**src/rtl/mem_stage_pkg.sv**
```systemverilog
// mem_stage_pkg: shared widths, FSM encoding and the M/W entry layout used by
// the memory-access stage and its M/W pipeline register.
package mem_stage_pkg;

  localparam int DATA_W = 32;
  localparam int REG_W  = 5;
  localparam int CNT_W  = 8;

  typedef enum logic [1:0] {
    IDLE = 2'd0,
    REQ  = 2'd1,
    DONE = 2'd2
  } state_e;

  // One M/W pipeline entry as seen by writeback.
  typedef struct packed {
    logic [DATA_W-1:0] alu;
    logic [DATA_W-1:0] mem_data;
    logic [REG_W-1:0]  reg_dst;
    logic              mem_to_reg;
    logic              reg_write;
  } mw_t;

endpackage

```
**src/rtl/mem_stage_mw_reg.sv**
```systemverilog
// dffe_ref: W-bit D flip-flop with enable and asynchronous active-low clear.
//   clk, rst_n   clock / async clear
//   en_i         load enable
//   d_i / q_o    data in / registered data out
//
// mw_reg: M/W pipeline register assembled from dffe_ref cells. When bubble_i
// is high the register loads an all-zero entry instead of d_i.
//   clk, rst_n   clock / async clear
//   bubble_i     load a bubble this cycle
//   d_i          incoming M/W entry
//   q_o          registered M/W entry
module dffe_ref #(
  parameter int W = 1
) (
  input  logic         clk,
  input  logic         rst_n,
  input  logic         en_i,
  input  logic [W-1:0] d_i,
  output logic [W-1:0] q_o
);

  // NOTE: state is updated with non-blocking assignments so every flop samples
  // pre-edge values regardless of process evaluation order.
  always_ff @(posedge clk or negedge rst_n) begin
    if (!rst_n)    q_o <= '0;
    else if (en_i) q_o <= d_i;
  end

endmodule

module mw_reg
  import mem_stage_pkg::*;
(
  input  logic clk,
  input  logic rst_n,
  input  logic bubble_i,
  input  mw_t  d_i,
  output mw_t  q_o
);

  mw_t               d_sel;
  logic [DATA_W-1:0] q_alu;
  logic [DATA_W-1:0] q_mem;
  logic [REG_W-1:0]  q_dst;
  logic              q_m2r;
  logic              q_rw;

  // A bubble is an all-zero entry: no register write, ALU select, $r0.
  assign d_sel = bubble_i ? '0 : d_i;

  // The stage advances every clock; stalls are expressed as bubbles.
  dffe_ref #(.W(DATA_W)) u_alu (.clk(clk), .rst_n(rst_n), .en_i(1'b1), .d_i(d_sel.alu),        .q_o(q_alu));
  dffe_ref #(.W(DATA_W)) u_mem (.clk(clk), .rst_n(rst_n), .en_i(1'b1), .d_i(d_sel.mem_data),   .q_o(q_mem));
  dffe_ref #(.W(REG_W))  u_dst (.clk(clk), .rst_n(rst_n), .en_i(1'b1), .d_i(d_sel.reg_dst),    .q_o(q_dst));
  dffe_ref #(.W(1))      u_m2r (.clk(clk), .rst_n(rst_n), .en_i(1'b1), .d_i(d_sel.mem_to_reg), .q_o(q_m2r));
  dffe_ref #(.W(1))      u_rw  (.clk(clk), .rst_n(rst_n), .en_i(1'b1), .d_i(d_sel.reg_write),  .q_o(q_rw));

  assign q_o = '{alu: q_alu, mem_data: q_mem, reg_dst: q_dst, mem_to_reg: q_m2r, reg_write: q_rw};

endmodule

```
**src/rtl/mem_stage.sv**
```systemverilog
// mem_stage: memory-access stage. Consumes the X/M register, runs a
// request/acknowledge transaction with data memory for loads and stores,
// stalls upstream while the transaction is outstanding and feeds writeback
// through the M/W register.
//   clock, reset            clock / async active-low reset
//   *_from_xm               X/M register outputs
//   dmem_req/we/addr/wdata  registered memory request, held until ack
//   dmem_ack, dmem_rdata    one-cycle completion pulse with read data
//   stall_out               freezes X/M and earlier stages
//   *_from_mw               M/W register outputs
//   mem_err                 sticky request-timeout flag
module mem_stage
  import mem_stage_pkg::*;
#(
  parameter int ADDR_W  = 12,
  parameter int TIMEOUT = 255
) (
  input  logic              clock,
  input  logic              reset,
  input  logic [DATA_W-1:0] aluOut_from_xm,
  input  logic [DATA_W-1:0] dataB_from_xm,
  input  logic [REG_W-1:0]  regDst_from_xm,
  input  logic              MemWrite_from_xm,
  input  logic              MemToReg_from_xm,
  input  logic              RegWrite_from_xm,
  output logic              dmem_req,
  output logic              dmem_we,
  output logic [ADDR_W-1:0] dmem_addr,
  output logic [DATA_W-1:0] dmem_wdata,
  input  logic              dmem_ack,
  input  logic [DATA_W-1:0] dmem_rdata,
  output logic              stall_out,
  output logic [DATA_W-1:0] aluOut_from_mw,
  output logic [DATA_W-1:0] memData_from_mw,
  output logic [REG_W-1:0]  regDst_from_mw,
  output logic              MemToReg_from_mw,
  output logic              RegWrite_from_mw,
  output logic              mem_err
);

  state_e              state_q, state_d;
  logic                req_q, req_d;
  logic                we_q, we_d;
  logic [ADDR_W-1:0]   addr_q, addr_d;
  logic [DATA_W-1:0]   wdata_q, wdata_d;
  logic [DATA_W-1:0]   rdata_q, rdata_d;
  logic [CNT_W-1:0]    cnt_q, cnt_d;
  logic                err_q, err_d;
  logic                memop;
  logic                bubble;
  mw_t                 mw_d, mw_q;

  assign memop = MemWrite_from_xm | MemToReg_from_xm;

  always_comb begin
    // NOTE: every output of this block gets a default first, so no path can
    // leave a signal unassigned and infer a latch.
    state_d   = state_q;
    req_d     = req_q;
    we_d      = we_q;
    addr_d    = addr_q;
    wdata_d   = wdata_q;
    rdata_d   = rdata_q;
    cnt_d     = cnt_q;
    err_d     = err_q;
    stall_out = 1'b0;
    bubble    = 1'b0;

    unique case (state_q)
      IDLE: begin
        cnt_d = '0;
        if (memop) begin
          stall_out = 1'b1;
          bubble    = 1'b1;
          req_d     = 1'b1;
          // A combined store+load issues a write; read data is still taken.
          we_d      = MemWrite_from_xm;
          addr_d    = aluOut_from_xm[ADDR_W-1:0];
          wdata_d   = dataB_from_xm;
          state_d   = REQ;
        end
      end
      REQ: begin
        stall_out = 1'b1;
        bubble    = 1'b1;
        if (dmem_ack) begin
          rdata_d = dmem_rdata;
          req_d   = 1'b0;
          state_d = DONE;
        end else begin
          cnt_d = cnt_q + CNT_W'(1);
          // cnt_q counts completed unacknowledged REQ cycles before this one.
          if (cnt_q == CNT_W'(TIMEOUT - 1)) begin
            err_d   = 1'b1;
            rdata_d = '0;
            req_d   = 1'b0;
            state_d = DONE;
          end
        end
      end
      DONE: begin
        cnt_d   = '0;
        state_d = IDLE;
      end
      default: begin
        req_d   = 1'b0;
        cnt_d   = '0;
        state_d = IDLE;
      end
    endcase
  end

  // NOTE: every register here is a small control/data flop, so all of them
  // take the async reset; there is no storage array that would need it left off.
  always_ff @(posedge clock or negedge reset) begin
    if (!reset) begin
      state_q <= IDLE;
      req_q   <= 1'b0;
      we_q    <= 1'b0;
      addr_q  <= '0;
      wdata_q <= '0;
      rdata_q <= '0;
      cnt_q   <= '0;
      err_q   <= 1'b0;
    end else begin
      state_q <= state_d;
      req_q   <= req_d;
      we_q    <= we_d;
      addr_q  <= addr_d;
      wdata_q <= wdata_d;
      rdata_q <= rdata_d;
      cnt_q   <= cnt_d;
      err_q   <= err_d;
    end
  end

  assign dmem_req   = req_q;
  assign dmem_we    = we_q;
  assign dmem_addr  = addr_q;
  assign dmem_wdata = wdata_q;
  assign mem_err    = err_q;

  // Memory data only reaches writeback in DONE; plain ALU ops carry zero.
  // $r0 is never written, whatever the instruction claims.
  assign mw_d = '{
    alu:        aluOut_from_xm,
    mem_data:   (state_q == DONE) ? rdata_q : '0,
    reg_dst:    regDst_from_xm,
    mem_to_reg: MemToReg_from_xm,
    reg_write:  RegWrite_from_xm & (regDst_from_xm != '0)
  };

  mw_reg u_mw_reg (
    .clk      (clock),
    .rst_n    (reset),
    .bubble_i (bubble),
    .d_i      (mw_d),
    .q_o      (mw_q)
  );

  assign aluOut_from_mw   = mw_q.alu;
  assign memData_from_mw  = mw_q.mem_data;
  assign regDst_from_mw   = mw_q.reg_dst;
  assign MemToReg_from_mw = mw_q.mem_to_reg;
  assign RegWrite_from_mw = mw_q.reg_write;

endmodule

```
**config.mk**
```make
export PLATFORM = sky130hd
export DESIGN_NAME = mem_stage
export DESIGN_NICKNAME = d
export VERILOG_FILES = /design/src/rtl/mem_stage_pkg.sv /design/src/rtl/mem_stage_mw_reg.sv /design/src/rtl/mem_stage.sv
export SDC_FILE = /design/constraint.sdc
export NUM_CORES = 1
export LEC_CHECK = 0
export CORE_AREA = 8 8 131 133
export CTS_CLUSTER_SIZE = 25
export DETAILED_ROUTE_END_ITERATION = 16
export DIE_AREA = 0 0 139 141
export GPL_ROUTABILITY_DRIVEN = 0
export PLACE_DENSITY = 0.81
export SETUP_SLACK_MARGIN = 0.5
export SLEW_MARGIN = 25
export SYNTH_ARGS = -nofsm -noshare
export SYNTH_HDL_FRONTEND = slang
export SYNTH_SLANG_ARGS = --single-unit
```
**constraint.sdc**
```tcl
create_clock -name clock -period 2.3 [get_ports clock]
set_clock_uncertainty 0.05 [all_clocks]
set_input_delay 0.46 -clock clock [delete_from_list [all_inputs] [get_ports clock]]
set_output_delay 0.46 -clock clock [all_outputs]
set_load 0.05 [all_outputs]
```
==> results.yml <==
status:
  status: "finished, final reports clean"
grt:
  track_usage: 0.168
  grt_pass1_wl_um: 25800
  antenna_found_initial: 1
  overflow: 0
  grt_max_degree: 56
  grt_pass1_vias: 4649
route:
  drc_errors: 0
  via_count: 4246
  drtIter0Drc: 165
  routedWlPerCell_um: 18.5
  dr.pass1.iters: 4
  viasPerCell: 4.81
  routed_wl_um: 16400
  postRouteAntennaNets: 0
yosys:
  synth_edf_count: 0
  netlist_area_sq_um: 5920
  netlist_instances: 448
  async_flop_share: 1.00
  yosysSeqAreaShare: 0.677
  yosysWarningCount: 0
  ys_seq_elements: 160
  synth_area_leader_cell: "dfrtp_1"
  synth_area_leaders: "dfrtp_1, mux2_2, nor2b_1"
  synthesis.nets: 557
  synthFlopType: "dfrtp_1"
  synth.avg_cell_area_sq_um: 13.2
  yosysTopAreaCellShare: 0.677
  yosys.cell_types.count: 36
timing:
  hold_viol_final: 0
  slew_violations: 0
  hold_ws_ns: 0.423
  slew-limit-headroom: 0.656
  tns_ns: 0
  min_period_ns: 1.79
  rsz0062_at_grt: "true"
  finalSetupViolCount: 0
  min_period_over_period: 0.779
  timing.fmax_ghz: 0.558
  worst_pin_slew_ns: 0.518
power:
  vdd.ir_drop.worst_v: 0.000929
  switching_share: 0.423
  p_per_area_nw_per_um2: 1430
  p_int_mw: 7.39
  power.total_mw: 12.8
  power.share.sequential: 0.338
  clockPowerShare: 0.212
  pwr-share-comb: 0.450
  p_leak_nw: 4.09
  switchingPower_mw: 5.43
setup_path:
  reg2reg_depth: 5
  crit_path_start_kind: "primary input"
  r2r-start: "state_q[0]"
  cp_data_arrival_time_ns: 1.28
  cp.required_ns: 1.79
  r2r_slack_ns: 0.60
  cp_max_fo: 4
  crit_end: "stall_out"
  endpoint_kind: "output pin"
  r2r-end: "dmem_wdata[7]"
  critPathKind: "primary input to output pin"
  critPathLaunch: "MemWrite_from_xm"
clock_network:
  clockBufferDepth: 2
  cts_root_buf: "clkbuf_16"
  clock_latency_ns: 0.41
  cts_tree: "built"
  cts-htree-levels: 4
  cts_sinks: 160
  cts_inserted_buffers: 17
  path_clk_slew_ns: 0.06
floorplan:
  dieWidth_um: 139
  die_h_um: 141
  start_util: 0.395
  std_cell_rows: 45
  core_sq_um: 15000
  dieArea_sq_um: 19600
  ios: 226
run:
  max_cap_viol_count: 0
placed_design:
  dp_hpwl_um: 11900
  portBuffers: 225
  post-place-cells: 848
layout:
  layout-drive-gt1-share: 0.265
  finalNetCount: 791
  multi_input_area_sq_um: 1680
  register_area_sq_um: 4010
  final_util: 0.597
  fin_cells: 883
  fillers: 1192
  syn_to_final_growth_pct: 51.0
worst_hold_path:
  hold_path_class: "primary input to asynchronous set/reset pin"
[timing repair]
| item | in CTS | in global routing |
|---|---|---|
| pin swaps | 2 | 0 |
| endpoints found under the hold margin | 23 | 0 |
| setup buffers | 2 | 0 |
| endpoints found under the setup margin | 119 | 56 |
| gates resized for setup | 272 | 60 |
| hold buffers | 1 | 0 |
[registers in the layout, indices dropped and copies added (netlist names), 2 cells and up]
signal              cells
state_q                 2
u_mw_reg.u_mem.q_o     32
dmem_addr              12
rdata_q                32
u_mw_reg.u_dst.q_o      5
dmem_wdata             32
cnt_q                   8
u_mw_reg.u_alu.q_o     32
[metal layers]
metal  vias to the layer above  GRT usage  part of all wire
li1                       1960          -                 -
met5                         -          0                 0
met4                         0     0.0612             0.020
met3                        24     0.0587             0.054
met1                      2123      0.177              0.38
met2                       139      0.306              0.54
[cell usage after synthesis (all sizes together) (3+ instances only)]
| cell type | instances |
|---|---|
| nor2 | 8 |
| mux2 | 44 |
| a22oi | 32 |
| a21oi | 5 |
| clkbuf | 11 |
| o21ai | 38 |
| nand2 | 3 |
| and2 | 34 |
| inv | 34 |
| nor2b | 40 |
| buf | 13 |
| dfrtp | 160 |
[per-stage QoR]
stage	setup slack, ns	area [sq um]
2_1_floorplan	0.632	5920
3_3_place_gp	0.258	8450
3_5_place_dp	0.226	8450
4_1_cts	0.415	9100
5_1_grt	0.457	8940
6_report	0.508	8940
[cell usage in the layout, fill, tap and decap left out, types with 2 or more instances in the layout]
| master | n |
|---|---|
| o21ai_0 | 30 |
| dfrtp_2 | 2 |
| bufinv_16 | 2 |
| dfrtp_1 | 158 |
| nor2_2 | 2 |
| nand3b_1 | 2 |
| a22oi_1 | 32 |
| clkinv_2 | 4 |
| and2_1 | 34 |
| xor2_1 | 2 |
| nand2_1 | 3 |
| nand2b_1 | 2 |
| clkdlybuf4s15_1 | 26 |
| clkinvlp_4 | 3 |
| nor2b_1 | 39 |
| clkbuf_2 | 38 |
| buf_12 | 6 |
| clkbuf_1 | 2 |
| a21oi_1 | 5 |
| clkdlybuf4s50_1 | 103 |
| buf_6 | 2 |
| mux2_1 | 6 |
| or4_1 | 2 |
| inv_1 | 34 |
| nand4b_1 | 2 |
| nor2_1 | 6 |
| ha_1 | 2 |
| clkbuf_8 | 2 |
| clkdlybuf4s15_2 | 53 |
| or3_1 | 2 |
| o21ai_1 | 7 |
| mux2_2 | 38 |
| dlygate4sd2_1 | 3 |
| clkbuf_16 | 17 |
| buf_4 | 7 |
[worst min-delay path by stage]
| stage | from | end | slack (ns) | cells after the start |
|---|---|---|---|---|
| after floorplan | reset | cnt_q[0] | 0.11 | 0 |
| after global placement | reset | u_mw_reg.u_mem.q_o[23] | 0.29 | 1 |
| after CTS | reset | cnt_q[3] | 0.41 | 2 |
| after detailed placement | reset | u_mw_reg.u_mem.q_o[23] | 0.29 | 1 |
| after global routing | reset | cnt_q[3] | 0.44 | 2 |
| final | reset | u_mw_reg.u_mem.q_o[27] | 0.42 | 2 |
[cell type report]
| type | count | share of cell area |
|---|---|---|
| inverters | 34 | 0.0143 |
| flip-flops and latches | 160 | 0.448 |
| clock inverters | 10 | 0.0125 |
| repair buffers | 239 | 0.258 |
| diodes | 1 | 0.000280 |
| clock buffers | 21 | 0.0515 |
| well taps | 188 | 0.0263 |
| multi-input cells | 230 | 0.188 |
[cells by family (layout without fill, tap and decap cells)]
group	count (synthesis)	count (layout)	share of synthesized area
XOR/XNOR	3	3	0.00444
other	0	1	0
AO/OA/AOI/OAI	80	80	0.0852
flip-flops	160	160	0.677
AND/OR/NAND/NOR	101	101	0.105
buffers and inverters	58	304	0.0408
multiplexers	44	44	0.0837
adder cells (fa/ha/maj)	2	2	0.00423
[power groups by stage]
stage	Clock, mW	Combinational, mW	Sequential, mW
floorplan	0	1.59	6.65
global placement	0	5.99	4.31
detailed placement	0	6.12	4.39
CTS	2.80	5.92	4.33
global route	2.92	6.10	4.43
finish	2.72	5.77	4.33
[worst max-delay path, stage by stage]
cell	delay [ns]
dlygate4sd2_1	0.29
nor3_2	0.21
nor2_2	0.06
buf_6	0.13
buf_12	0.14
No activity file was read; power rests on OpenSTA's default activity.
